### config.mk
export PLATFORM = sky130hd
export DESIGN_NAME = pipeline_hazard_ctrl
export DESIGN_NICKNAME = d
export VERILOG_FILES = /design/src/rtl/pipeline_hazard_ctrl.sv
export SDC_FILE = /design/constraint.sdc
export NUM_CORES = 1
export LEC_CHECK = 0
export ABC_CLOCK_PERIOD_IN_PS = 2900
export CAP_MARGIN = 20
export CELL_PAD_IN_SITES_DETAIL_PLACEMENT = 2
export CELL_PAD_IN_SITES_GLOBAL_PLACEMENT = 2
export CORE_UTILIZATION = 23
export CTS_BUF_LIST = sky130_fd_sc_hd__clkbuf_4 sky130_fd_sc_hd__clkbuf_8
export DETAILED_ROUTE_END_ITERATION = 10
export MAX_ROUTING_LAYER = met4
export PLACE_DENSITY_LB_ADDON = 0.12
export RECOVER_POWER = 25
export SLEW_MARGIN = 40
export SYNTH_ARGS = -nofsm -noshare
export SYNTH_HDL_FRONTEND = slang
export SYNTH_SLANG_ARGS = --single-unit
### constraint.sdc
create_clock -name clk -period 2.9 [get_ports clk]
set_input_delay 0.87 -clock clk [delete_from_list [all_inputs] [get_ports clk]]
set_output_delay 0.87 -clock clk [all_outputs]
set_load 0.02 [all_outputs]
### src/rtl/pipeline_hazard_ctrl.sv
// -----------------------------------------------------------------------------
// pipeline_hazard_ctrl
//
// Hazard and flow controller for the 5-stage ARMv8 pipeline. It sits beside
// the decode stage and drives the write-enable and flush controls of the PC and
// of the IF/ID, ID/EX and EX/MEM pipeline registers.
//
//   * Load-use hazards: a load in EX whose destination is read by the
//     instruction in decode stalls the PC and IF/ID for one cycle. It also
//     injects a bubble into ID/EX. Register X31 (XZR) never creates a hazard.
//   * Taken branches: a branch that resolves taken in MEM squashes the
//     three wrong-path instructions in IF/ID, ID/EX and EX/MEM. The PC loads
//     the branch target in the same cycle.
//   * Branch sequencing (stall mode): a branch in decode holds fetch for two
//     cycles, until the branch reaches MEM and resolves.
//
// Priority: taken flush, then load-use stall, then branch sequencing.
//
// Optional feature macro: BRANCH_PREDICT_NT_EN
//   defined   -> fetch continues past branches (predict not-taken). Only a
//                taken flush squashes wrong-path work. The BR_WAIT states are
//                never entered.
//   undefined -> stall mode (default build).
//
// Parameters:
//   REG_W  register index width
//   CNT_W  width of each saturating performance counter
//
// Ports:
//   clk            rising-edge clock
//   reset          asynchronous active-low reset
//   id_rn          decode-stage Rn
//   id_rm          decode-stage second read register (after the Reg2Loc mux)
//   id_uses_rm     decode instruction reads id_rm
//   id_is_branch   decode instruction is B, CBZ or B.LT
//   ex_memread     EX-stage instruction is a load
//   ex_rd          EX-stage destination register
//   mem_br_valid   MEM-stage instruction is a branch
//   mem_br_taken   MEM-stage branch is taken (qualified by mem_br_valid)
//   pc_write_en    PC may update
//   ifid_write_en  IF/ID may load
//   ifid_flush     IF/ID loads a NOP
//   idex_bubble    ID/EX loads zeroed control bits
//   exmem_flush    EX/MEM loads zeroed control bits
//   stall_cycles   saturating count of load-use stall cycles
//   flush_events   saturating count of taken-branch flushes
// -----------------------------------------------------------------------------
module pipeline_hazard_ctrl #(
    parameter int REG_W = 5,
    parameter int CNT_W = 16
) (
    input  logic             clk,
    input  logic             reset,
    input  logic [REG_W-1:0] id_rn,
    input  logic [REG_W-1:0] id_rm,
    input  logic             id_uses_rm,
    input  logic             id_is_branch,
    input  logic             ex_memread,
    input  logic [REG_W-1:0] ex_rd,
    input  logic             mem_br_valid,
    input  logic             mem_br_taken,
    output logic             pc_write_en,
    output logic             ifid_write_en,
    output logic             ifid_flush,
    output logic             idex_bubble,
    output logic             exmem_flush,
    output logic [CNT_W-1:0] stall_cycles,
    output logic [CNT_W-1:0] flush_events
);

    typedef enum logic [1:0] {
        RUN      = 2'd0,
        BR_WAIT1 = 2'd1,
        BR_WAIT2 = 2'd2
    } state_t;

    // X31 reads as zero, so a load targeting it never feeds a real value.
    localparam logic [REG_W-1:0] XZR_IDX = REG_W'(31);
    localparam logic [CNT_W-1:0] CNT_MAX = '1;

    state_t           state;
    state_t           state_next;
    logic             lu;
    logic             tf;
    logic             stall_inc;
    logic             flush_inc;
    logic [CNT_W-1:0] stall_cnt;
    logic [CNT_W-1:0] flush_cnt;

    // -------------------------------------------------------------------------
    // Event detection
    // -------------------------------------------------------------------------
    assign lu = ex_memread && (ex_rd != XZR_IDX) &&
                ((id_rn == ex_rd) || (id_uses_rm && (id_rm == ex_rd)));

    // A stray mem_br_taken without mem_br_valid is ignored here.
    assign tf = mem_br_valid && mem_br_taken;

`ifdef BRANCH_PREDICT_NT_EN
    // Decode branches are not sequenced when fetch predicts not-taken.
    logic unused_id_is_branch;
    assign unused_id_is_branch = id_is_branch;
`endif

    // -------------------------------------------------------------------------
    // State register
    // -------------------------------------------------------------------------
    // NOTE: sequential state uses non-blocking (<=) so every flop samples the
    // pre-edge values; combinational blocks below use blocking (=).
    always_ff @(posedge clk or negedge reset) begin
        if (!reset) begin
            state <= RUN;
        end else begin
            state <= state_next;
        end
    end

    // -------------------------------------------------------------------------
    // Next-state and control outputs
    // -------------------------------------------------------------------------
    // NOTE: every output of this block gets a default first, so no path can
    // leave a value unassigned and infer a latch.
    always_comb begin
        pc_write_en   = 1'b1;
        ifid_write_en = 1'b1;
        ifid_flush    = 1'b0;
        idex_bubble   = 1'b0;
        exmem_flush   = 1'b0;
        state_next    = state;
        stall_inc     = 1'b0;
        flush_inc     = 1'b0;

        if (!reset) begin
            // Outputs are forced to their idle values while reset is held,
            // whatever the pipeline inputs are doing.
            state_next = RUN;
        end else if (tf) begin
            // The branch in MEM was taken. Kill the three younger instructions
            // and let the PC load the target. Any pending sequencing is moot.
            exmem_flush = 1'b1;
            idex_bubble = 1'b1;
            ifid_flush  = 1'b1;
            pc_write_en = 1'b1;
            state_next  = RUN;
            flush_inc   = 1'b1;
        end else if (lu && (state == RUN)) begin
            // Hold the consumer in decode for one cycle. Next cycle the load
            // is in MEM and PreWriteData forwarding covers the operand.
            pc_write_en   = 1'b0;
            ifid_write_en = 1'b0;
            idex_bubble   = 1'b1;
            state_next    = RUN;
            stall_inc     = 1'b1;
        end else begin
`ifdef BRANCH_PREDICT_NT_EN
            state_next = RUN;
`else
            unique case (state)
                RUN: begin
                    if (id_is_branch) begin
                        // The branch moves on to EX. Refetch is held and the
                        // slot behind it becomes a NOP.
                        pc_write_en = 1'b0;
                        ifid_flush  = 1'b1;
                        state_next  = BR_WAIT1;
                    end
                end
                BR_WAIT1: begin
                    pc_write_en = 1'b0;
                    ifid_flush  = 1'b1;
                    state_next  = BR_WAIT2;
                end
                BR_WAIT2: begin
                    // The branch is in MEM and resolved not-taken, so fetch
                    // resumes on the fall-through path. A taken branch is
                    // handled by the flush path above.
                    pc_write_en = 1'b1;
                    state_next  = RUN;
                end
                default: begin
                    state_next = RUN;
                end
            endcase
`endif
        end
    end

    // -------------------------------------------------------------------------
    // Saturating performance counters
    // -------------------------------------------------------------------------
    always_ff @(posedge clk or negedge reset) begin
        if (!reset) begin
            stall_cnt <= '0;
            flush_cnt <= '0;
        end else begin
            if (stall_inc && (stall_cnt != CNT_MAX)) begin
                stall_cnt <= stall_cnt + CNT_W'(1);
            end
            if (flush_inc && (flush_cnt != CNT_MAX)) begin
                flush_cnt <= flush_cnt + CNT_W'(1);
            end
        end
    end

    assign stall_cycles = stall_cnt;
    assign flush_events = flush_cnt;

endmodule

==> results.txt, run 1 <==
* Status: finished, violations left
- Failing checks: max-capacitance violations, max-slew violations, negative setup slack
- Share of post-route cells with drive strength above 1: 0.2180
- In the synthesized netlist the dominant register cell turns out to be sky130_fd_sc_hd__dfrtp_1.
* Max-cap check violation count: 1
* Source-to-sink clock delay at the later pin of the worst-skew pair: 280 ps
- The synthesized design contains 0 enable-type register cells.
- STA puts the critical path data arrival time at 2110 ps.
- Final routed wirelength across all metal layers: 5720 um
* Global-route congestion overflow total: 0
- STA classifies the critical path startpoint as a primary input.
- Post-synthesis net count: 200
- Global Route met2 Usage: 0.2326
- At the pin with the least slew margin, the transition time is 1517 ps.
* Register clock-pin slew on the reported worst setup and hold paths: 80 ps
- 0 antenna diodes ended up in the layout.
* Sequential cell area in the final layout: 850.8 sq um
- Ranking of synthesized cells by instance count: sky130_fd_sc_hd__dfrtp_1, sky130_fd_sc_hd__xor2_1, sky130_fd_sc_hd__nand3_1, sky130_fd_sc_hd__xnor2_1, sky130_fd_sc_hd__nand2_1
- In the finished design, the share of the clock period the worst path needs comes to 1.029.
- Die Span X: 91.91 um
- Once layout is complete, the utilization of the core stands at 0.3698.
* Pin count of the biggest net entering global routing: 28
- Counting flops with an async set or reset pin after synthesis yields a share of 1.000.
- Warnings from Yosys: 0
- Critical-path cell list: buf_6 -> xor2_1 -> nor4_2 -> a32oi_2 -> nor2_4 -> a21o_1 -> buf_6
- Setup repair after global routing could not meet its margin everywhere.
* Shortest clock period the worst path allows after layout: 2985 ps
* Worst slew margin relative to its limit: -0.01154
- Largest cells by area after synthesis: sky130_fd_sc_hd__dfrtp_1, sky130_fd_sc_hd__xor2_1, sky130_fd_sc_hd__xnor2_1
- For this design the static power due to leakage is 1.307 nW.
- The initial antenna violation count is 0.
* Via count: 1719
* Path type of the worst min-delay path: flip-flop to flip-flop
- Share of Yosys cell area claimed by the top area cell type: 0.4576
- Count of port buffers added during placement: 58
- The floorplan step defined a core boundary enclosing 7767 sq um.
- The layout has 887 filler cells.
* Share of synthesized area occupied by flip-flops and latches: 0.4576
- Before antenna repair, the detailed router went through 4 iterations.
* Clock H-tree levels: 2
* Longest individual stage delay on the worst path: 320 ps
- Buffers inserted to repair hold after CTS numbered 0.
- Largest area contributor in the netlist: sky130_fd_sc_hd__dfrtp_1
- Final TNS setup: -213.4 ps
- Most frequent cell on the critical path: sky130_fd_sc_hd__buf_6
* Starting density of the core: 0.2394
- CP endpoint kind: output pin
- Via count of the first global-routing pass: 1839
- Highest ir drop seen on vdd: 0.3409 mV
- The root buffer cell chosen for the clock tree is sky130_fd_sc_hd__clkbuf_8.
- The multi-input combinational cells in the finished layout cover a total of 1026 sq um.
- In this run the vertical extent of the chip is 91.91 um.
- Detail-routed net length per standard cell: 15.54 um
- Counting flops and latches in the post-synthesis netlist gives 34.
- Number of buffers and inverters on the critical path: 2
- Crit Path Category: primary input to output pin
* Final RePlAce weighted congestion: 0.7335
- In this run, the number of DRC markers left after iteration 0 of detailed routing was 27.
* Mean Syn Cell Area: 10.56 sq um
- Net count reported at finish: 289
* Cell type group with the largest total delay on the critical path: simple AND/OR/NAND/NOR gates
* Final number of setup-violating endpoints: 4
- Number of clock sinks: 34
- Fin worst setup slack: -84.92 ps
* CP Max Fanout: 5
- After legalization and detailed placement, the total HPWL measured 4334 um.
* Global Route met3 Usage: 0.02985
- No sink is reached through more buffers than the 2 on the longest clock path.
* Req. time, crit path: 2030 ps
- In the routed layout, each cell is associated on average with a via count of 4.671.
- Wire length of the first global-routing pass: 9446 um
* Synthesis-to-layout area growth: 54.51%
- Global-route met1 utilization: 0.1942
* Boundary pin count: 59
- Synth Instances: 176
- In the routed design, unresolved DRC markers number 0.
- After global routing, the most crowded layer is met2.
- Number of distinct library cells after synthesis: 31
- Clock tree synthesis inserted a total of 5 buffers.
- P per Cell Area: 498.0 nW/um^2
- Die Area: 8447 sq um
* Synthesized area: 1859 sq um
- The total count of hold-check failures in the final report was 0.
* CTS tree: built
- Static timing analysis puts the maximum clock frequency at 0.3350 GHz.
- Core Rows: 32
* Dominant cell by count in the synthesized netlist: sky130_fd_sc_hd__dfrtp_1
- Routed Antenna Nets: 0
- Overall fraction of global-route tracks in use: 0.1468
* Cell type of the slowest stage on the worst timing path: sky130_fd_sc_hd__nor4_2
- Clock skew on the completed layout was measured at 3.884 ps.
- The max-slew violation count was 28.
-- routing by layer --
metal  routed length, um  share of wire
met1                2828           0.49
met4                  17         0.0030
met5                   0              0
met2                2656           0.46
met3                 217          0.038
-- metrics by stage --
stage | total power [mW] | instances | area (sq um) | hold slack (ps) | setup WS (ps)
floorplan | 0.7200 | 176 | 1873 | 444.4 | 2.050
global placement | 0.9112 | 357 | 2730 | 476.8 | -911.4
detailed placement | 0.9132 | 357 | 2730 | 480.9 | -949.9
CTS | 1.466 | 367 | 2880 | 495.9 | -57.18
global route | 1.513 | 368 | 2873 | 521.4 | -148.9
finish | 1.431 | 368 | 2873 | 500.6 | -84.92
-- cell families after synthesis --
kind of cell,share of synthesized area
multiplexers,0.01413
AND/OR/NAND/NOR,0.2712
flip-flops,0.4576
adder cells (fa/ha/maj),0.01346
XOR/XNOR,0.1884
buffers and inverters,0.006728
AO/OA/AOI/OAI,0.04845
-- registers in the layout, indices dropped and copies added (netlist names) --
register / cells
flush_events: 16
stall_cycles: 16
state: 2
-- cells in the final DEF (no fill, tap or decap), types with 2 or more instances in the layout --
| master | n |
|---|---|
| sky130_fd_sc_hd__nand3_1 | 15 |
| sky130_fd_sc_hd__buf_2 | 3 |
| sky130_fd_sc_hd__dfrtp_1 | 34 |
| sky130_fd_sc_hd__buf_6 | 7 |
| sky130_fd_sc_hd__bufinv_16 | 2 |
| sky130_fd_sc_hd__and4_1 | 6 |
| sky130_fd_sc_hd__o21ai_1 | 2 |
| sky130_fd_sc_hd__nor4_2 | 4 |
| sky130_fd_sc_hd__inv_1 | 2 |
| sky130_fd_sc_hd__and3_1 | 8 |
| sky130_fd_sc_hd__nor3_1 | 6 |
| sky130_fd_sc_hd__dlygate4sd2_1 | 7 |
| sky130_fd_sc_hd__clkdlybuf4s50_1 | 36 |
| sky130_fd_sc_hd__nor2_1 | 4 |
| sky130_fd_sc_hd__clkbuf_8 | 5 |
| sky130_fd_sc_hd__a21oi_1 | 2 |
| sky130_fd_sc_hd__nor4_1 | 5 |
| sky130_fd_sc_hd__a21o_1 | 2 |
| sky130_fd_sc_hd__clkbuf_2 | 2 |
| sky130_fd_sc_hd__xnor2_1 | 15 |
| sky130_fd_sc_hd__nand2_1 | 13 |
| sky130_fd_sc_hd__xor2_1 | 23 |
| sky130_fd_sc_hd__buf_4 | 23 |
| sky130_fd_sc_hd__clkbuf_1 | 4 |
| sky130_fd_sc_hd__and2_1 | 5 |
| sky130_fd_sc_hd__ha_1 | 2 |
| sky130_fd_sc_hd__xor2_2 | 2 |
| sky130_fd_sc_hd__nand4_1 | 11 |
-- power breakdown --
| group | internal, mW | switching (mW) |
|---|---|---|
| combinational | 0.166 | 0.154 |
| sequential | 0.515 | 0.0607 |
| clock | 0.345 | 0.190 |
-- worst paths after layout --
check	endpoint	from	cells after the start	slack, ps
max in group asynchronous	stall_cycles[1]	reset	2	820
worst min register to register	stall_cycles[5]	stall_cycles[5]	1	500
min in group asynchronous	flush_events[15]	reset	3	790
worst max-delay path	idex_bubble	id_rm[3]	7	-80
worst max register to register	stall_cycles[1]	stall_cycles[0]	6	840
worst min-delay path	stall_cycles[5]	stall_cycles[5]	1	500
-- cell type report --
class | count | share of cell area
Multi-Input combinational cell | 139 | 0.3571
Sequential cell | 34 | 0.2962
Timing Repair Buffer | 83 | 0.2517
Tap cell | 102 | 0.04442
Clock buffer | 5 | 0.02395
Clock inverter | 3 | 0.02395
Inverter | 2 | 0.002613
-- repair_timing --
item                       CTS  global route
resized for setup           68             6
pin swaps                   14             4
setup endpoints to repair    5             5
buffers inserted             2             1
No activity file was read; power rests on OpenSTA's default activity.
==> inputs of run 2 (changes only) <==
- CORE_ASPECT_RATIO: unset -> 1.5
==> run 2 against run 1 <==
  * The run ends with negative setup slack left
  * Die area hardly changed
  * Sequential share of layout area fell by 0.43 points
  * Clock power shrank 29%
  * Setup slack better by 63 ps
  * Count of clock-buffer cells in the layout grew 2
  * Wire length is 4.1% higher
  * Final area rose by 1.5%
  * Core utilization up 0.83 points
  * Register-to-register slack about the same
  * Power is 9.6% lower
  * Largest power group unchanged
==> results.txt, run 2 (synthesis gave the netlist of run 1 again) <==
- Sequential cell area in the final layout: 850.8 sq um (unchanged)
- Die Area: 8455 sq um (about the same)
- The total count of hold-check failures in the final report is 0 (unchanged).
- Req. time, crit path: 2030 ps (about the same)
- The area used by multi-input combinational logic came to 1084 sq um (+5.6%).
* Number of clock sinks: 34 (unchanged)
* Final number of setup-violating endpoints: 2 (-2)
- The setup path with the least slack is of type primary input to output pin.
- The initial antenna violation count came to 0 (unchanged).
* Final TNS setup: -37.09 ps (+176.3 ps)
- Count of port buffers added during placement: 58 (unchanged)
- The worst hold path belongs to the class flip-flop to flip-flop.
* Share of the clock period used by the worst path after layout: 1.007 (-0.02180)
- The final weighted congestion of routability-driven global placement was 0.6845 (-6.7%).
* Static power due to leakage: 1.314 nW (+0.54%)
- The combined global-route utilization of all metal layers came to 0.1583 (+0.01142).
- The die height was 112.1 um (+22%).
- RSZ-0062 raised after global routing: yes
- Total chip power: 1.293 mW (-9.6%)
* Clock root buffer: sky130_fd_sc_hd__clkbuf_8
- The post-layout utilization of the core came to 0.3781 (+0.008279).
- Highest clock frequency the design can meet: 0.3423 GHz (+2.2%)
- Longest Clk Path Bufs: 2 (unchanged)
* Final routed wirelength across all metal layers: 5955 um (+4.1%)
- The arrival time of the worst setup path was 2050 ps (-60 ps).
- The final hold slack is 495.8 ps (-4.786 ps).
* Wire length of the first global-routing pass: 9673 um (+2.4%)
- The number of antenna diodes is 0 (unchanged).
* Failing checks: negative setup slack
- CP Max Fanout: 5 (unchanged)
- The number of core rows was 39 (+22%).
- Setup slack after placement: -950.3 ps (-0.4030 ps)
* Fin. max-slew vios: 0 (-100%)
* Status: finished, violations left
* Kind of start point of the critical path: primary input
- CP endpoint kind: output pin
* Fin worst setup slack: -21.69 ps (+63.23 ps)
- Worst slew margin relative to its limit: 0.05945 (+0.07099)
- Via/cell ratio: 4.696 (+0.54%)
- The top-level port count came to 59 (unchanged).
- The DRC marker count from the first detailed-route iteration was 50 (+85%).
* Max-cap check violation count: 0 (-1)
- Pin count of the biggest net entering global routing: 26 (-7.1%)
* Share of post-route cells with drive strength above 1: 0.2397 (+0.02166)
* Core area: 7710 sq um (-0.74%)
* TritonCTS Buffers: 5 (unchanged)
- The DRC violation count after routing is 0 (unchanged).
* Routed Antenna Nets: 0 (unchanged)
- The number of global-route vias before repair was 1942 (+5.6%).
- The insertion delay to the later sink of the worst-skew pair is 290 ps (about the same).
* Clock H-tree levels: 2 (unchanged)
- Commonest non-fill, non-tap cells in the layout: sky130_fd_sc_hd__clkdlybuf4s50_1, sky130_fd_sc_hd__dfrtp_1, sky130_fd_sc_hd__buf_4, sky130_fd_sc_hd__xor2_1, sky130_fd_sc_hd__nand3_1
- The clock transition at the register clock pins on the worst setup and hold paths after CTS was 70 ps (about the same).
* Via count: 1733 (+0.81%)
- Leading cell type in the layout, fill and taps excluded: sky130_fd_sc_hd__clkdlybuf4s50_1
* Shortest clock period the worst path allows after layout: 2922 ps (-63.23 ps)
- Actual transition at the worst max-transition pin: 1411 ps (-106.5 ps)
- Die Span X: 75.41 um (-18%)
- Detail-routed net length per standard cell: 16.14 um (+3.8%)
* Starting density of the core: 0.2412 (+0.001787)
- The power per cell area came to 443.6 nW/um^2 (-11%).
- Highest ir drop seen on vdd: 0.4706 mV (+38%)
- Half-perimeter wire length of the detailed placement result: 4611 um (+6.4%)
- The maximum clock skew at final layout is 5.337 ps (+1.453 ps).
- From synthesis to final layout, the design area changed by 56.80%.
- TritonCTS built the clock tree.
* Filler cells: 891 (+0.45%)
- The number of nets in the layout was 290 (+0.35%).
* Initial DRT Pass Iterations: 4 (unchanged)
* Global-route congestion overflow total: 0 (unchanged)
## run 2: worst max-delay path, cell delays in order
cell,delay [ps]
sky130_fd_sc_hd__buf_8,100
sky130_fd_sc_hd__xor2_4,180
sky130_fd_sc_hd__nor4_4,290
sky130_fd_sc_hd__a32oi_2,180
sky130_fd_sc_hd__nor2_4,160
sky130_fd_sc_hd__a21o_1,150
sky130_fd_sc_hd__buf_6,110
## run 2: metrics by stage
| step | std cells | instance area (sq um) |
|---|---|---|
| after floorplan | 176 | 1873 |
| after global placement | 359 | 2745 |
| after detailed placement | 359 | 2745 |
| after CTS | 368 | 2923 |
| after global routing | 369 | 2915 |
| final | 369 | 2915 |
## run 2: per-layer routing
| metal | track usage | wire, um | vias to the layer above |
|---|---|---|---|
| li1 | - | - | 811 |
| met1 | 0.1505 | 2143 | 871 |
| met2 | 0.2970 | 3455 | 43 |
| met3 | 0.03860 | 286 | 8 |
| met4 | 0.05185 | 70 | 0 |
| met5 | - | 0 | - |
## run 2: report_power, final
group          switching (mW)  internal, mW  total (mW)  leakage [nW]
logic                   0.164         0.176       0.339         0.802
registers              0.0598         0.516       0.575         0.460
clock network           0.177         0.201       0.378        0.0517
## run 2: path summary, 6_finish.rpt
| kind | cells past startpoint | endpoint | start | slack, ps |
|---|---|---|---|---|
| max | 7 | idex_bubble | id_rm[3] | -20 |
| min | 1 | flush_events[13] | flush_events[13] | 500 |
| max reg2reg | 6 | stall_cycles[1] | stall_cycles[0] | 830 |
| min reg2reg | 1 | flush_events[13] | flush_events[13] | 500 |
| max in group asynchronous | 3 | flush_events[9] | reset | 870 |
| min in group asynchronous | 3 | flush_events[13] | reset | 850 |
## run 2: final cells by class
| class | instances | area share |
|---|---|---|
| Clock buffer | 7 | 0.03090 |
| Multi-Input combinational cell | 139 | 0.3717 |
| Clock inverter | 1 | 0.001717 |
| Timing Repair Buffer | 84 | 0.2575 |
| Inverter | 2 | 0.002575 |
| Tap cell | 102 | 0.04378 |
| Sequential cell | 34 | 0.2918 |
## run 2: repair_timing
action / 4_1_cts / 5_1_grt
setup endpoints to repair: 5 / 4
setup buffers: 1 / 1
hold endpoints to repair: 0 / 0
pin swaps: 14 / 0
gates resized for setup: 81 / 2
hold buffers: 0 / 0
==> inputs of run 3 (changes only) <==
--- a/config.mk
+++ b/config.mk
@@ -15,2 +15,3 @@
 export DETAILED_ROUTE_END_ITERATION = 10
+export HOLD_SLACK_MARGIN = 0.1
 export MAX_ROUTING_LAYER = met4
==> constraint.sdc (replaced) <==
create_clock -name clk -period 2.9 [get_ports clk]
set_input_delay 0.29 -clock clk [delete_from_list [all_inputs] [get_ports clk]]
set_output_delay 0.29 -clock clk [all_outputs]
set_load 0.02 [all_outputs]
==> run 3 against run 2 <==
  * The run ends with max-capacitance violations, max-slew violations left
  * Die area did not move
  * Power fell by 2.3%
  * Highest routed layer unchanged
  * Critical path type unchanged
  * Combinational power fell by 8.6%
  * Critical path depth did not move
  * Critical endpoint unchanged
==> results.txt, run 3 (synthesis gave the netlist of run 1 again) <==
- Clock H-tree levels: 2 (unchanged)
* Die Area: 8455 sq um (unchanged)
* Number of antenna violations at the first check in global routing: 0 (unchanged)
* Via count: 1645 (-5.1%)
- The insertion delay to the later sink of the worst-skew pair came to 290 ps (about the same).
- The arrival time of the worst setup path was 2420 ps (+370 ps).
- Boundary pin count: 59 (unchanged)
- Pin count of the biggest net entering global routing: 36 (+38%)
- The top cell types in the final layout, fill and taps aside, are sky130_fd_sc_hd__clkdlybuf4s50_1, sky130_fd_sc_hd__dfrtp_1, sky130_fd_sc_hd__xor2_1, sky130_fd_sc_hd__nand3_1, sky130_fd_sc_hd__xnor2_1.
- The die height is 112.1 um (unchanged).
- Global-route congestion overflow total: 0 (unchanged)
- Kind of start point of the critical path: primary input
- The DRC marker count from the first detailed-route iteration is 38 (-24%).
- CTS tree: built
* Highest clock frequency the design can meet: 0.3687 GHz (+7.7%)
* Routed Antenna Nets: 0 (unchanged)
* Worst slew margin relative to its limit: -0.3019 (-0.3613)
- Count of port buffers added during placement: 58 (unchanged)
- Wire length of the first global-routing pass: 9411 um (-2.7%)
- Half-perimeter wire length of the detailed placement result: 4262 um (-7.6%)
- The shortest clock period the worst path allows after layout is 2712 ps (-209.6 ps).
- Leading cell type in the layout, fill and taps excluded: sky130_fd_sc_hd__clkdlybuf4s50_1
- Total DRC errors in the routed layout: 0 (unchanged)
- Number of clock sinks: 34 (unchanged)
- The post-CTS setup-driven buffer insertion count was 0 (-1).
- Placed Cells incl. Taps: 341 (-5.0%)
- The number of antenna diodes is 0 (unchanged).
- The final clock period utilization by the worst path was 0.9352 (-0.07226).
- The checks that failed: max-capacitance violations, max-slew violations.
- Longest Clk Path Bufs: 2 (unchanged)
- Fin. max-slew vios: 36 (+36)
- Die Span X: 75.41 um (unchanged)
- Sequential cell area in the final layout: 850.8 sq um (unchanged)
- Core area: 7710 sq um (unchanged)
- The largest driver fanout on the critical path is 5 (unchanged).
- Final RePlAce weighted congestion: 0.6982 (+2.0%)
- Synthesis-to-layout area growth: 44.95%
- The number of nets in the layout came to 270 (-6.9%).
- Req. time, crit path: 2610 ps (+580 ps)
* Multi-input gate area in the final layout: 998.5 sq um (-7.9%)
* Final hold violations: 0 (unchanged)
* Final routed wirelength across all metal layers: 5522 um (-7.3%)
- Via count of the first global-routing pass: 1796 (-7.5%)
* Actual transition at the worst max-transition pin: 1953 ps (+542.0 ps)
- TritonCTS Buffers: 5 (unchanged)
- The vias per cell is 4.713 (+0.36%).
- Path type of the worst min-delay path: flip-flop to flip-flop
- RSZ-0062 raised after global routing: no
* Core Rows: 39 (unchanged)
- The flow ran to the end, but the final reports show violations.
- The number of standard cells in the layout, taps in and fillers out came to 349 (-5.4%).
- Filler cells: 911 (+2.2%)
- Crit Path Category: primary input to output pin
- Register clock-pin slew on the reported worst setup and hold paths: 70 ps (about the same)
* Highest ir drop seen on vdd: 0.2794 mV (-41%)
- Static power due to leakage: 1.172 nW (-11%)
* Detail-routed net length per standard cell: 15.82 um (-2.0%)
- The starting density of the core was 0.2412 (unchanged).
- The power per cell area came to 468.7 nW/um^2 (+5.6%).
- CP endpoint kind: output pin
- Max-cap check violation count: 1 (+1)
- Clock root buffer: sky130_fd_sc_hd__clkbuf_8
- The ratio of cells with drive above 1 in the final layout came to 0.09717 (-0.1425).
- Initial DRT Pass Iterations: 2 (-2)
- Maximum clock skew at final layout: 9.758 ps (+4.421 ps)
- Final number of setup-violating endpoints: 0 (-2)
- The setup TNS after final layout is 0 ps (+37.09 ps).
- The combined global-route utilization of all metal layers is 0.1526 (-0.005683).
==> run 3: changes by cell type in the layout (fill, tap and decap cells not counted), sizes merged <==
cell           previous run  this run
buf                      34         5
clkinvlp                  0         1
clkbuf                   11         8
dlygate4sd2               6         0
clkdlybuf4s50            36        57
clkdlybuf4s15             4         0
==> run 3: metrics by stage <==
step / total power [mW] / worst slack (ps) / utilization / hold WS, ps / cell area (sq um)
2_1_floorplan: 0.7174 / 860.2 / - / -5.591 / 1859
3_3_place_gp: 0.8934 / 123.2 / 0.3376 / 461.6 / 2603
3_5_place_dp: 0.8967 / 95.61 / 0.3376 / 461.8 / 2603
4_1_cts: 1.292 / 86.39 / 0.3499 / 136.2 / 2698
5_1_grt: 1.336 / 71.63 / 0.3496 / 515.6 / 2695
6_report: 1.263 / 187.9 / 0.3496 / 493.5 / 2695
==> run 3: layout make-up <==
cell class | instances | area share
multi-input combinational | 139 | 0.3705
sequential | 34 | 0.3157
timing repair buffer | 64 | 0.2284
tap | 102 | 0.04735
clock buffer | 6 | 0.03064
clock inverter | 2 | 0.004643
inverter | 2 | 0.002786
==> run 3: power by group <==
part,leakage [nW],total (mW),switching [mW],internal [mW]
clock network,0.0472,0.380,0.188,0.191
logic,0.664,0.310,0.151,0.160
registers,0.460,0.573,0.0580,0.515
==> run 3: worst paths after layout <==
path | from | to | slack [ps] | depth (start not counted)
setup / recovery | ex_rd[3] | idex_bubble | 190 | 7
hold / removal | flush_events[7] | flush_events[7] | 490 | 1
setup reg to reg | flush_events[0] | flush_events[15] | 810 | 6
hold reg to reg | flush_events[7] | flush_events[7] | 490 | 1
max in group asynchronous | reset | stall_cycles[12] | 970 | 2
min in group asynchronous | reset | flush_events[12] | 800 | 2
==> run 3: timing repair <==
| item | 4_1_cts | 5_1_grt |
|---|---|---|
| resized for setup | 0 | 1 |
| endpoints found under the hold margin | 0 | 0 |
| endpoints found under the setup margin | 0 | 2 |
| hold buffers | 0 | 0 |
==> run 3: routing by layer <==
metal	routed length, um	vias to the layer above	global-route usage
li1	-	774	-
met1	2287	828	0.1784
met2	2974	36	0.2554
met3	162	7	0.02693
met4	97	0	0.05556
met5	0	-	-
==> run 3: worst max-delay path: stages <==
cell and delay [ps]:
sky130_fd_sc_hd__clkdlybuf4s50_1 470, sky130_fd_sc_hd__xor2_1 190, sky130_fd_sc_hd__nor4_2 320, sky130_fd_sc_hd__a32oi_2 180, sky130_fd_sc_hd__nor2_2 230, sky130_fd_sc_hd__a21o_1 150, sky130_fd_sc_hd__clkdlybuf4s50_1 590
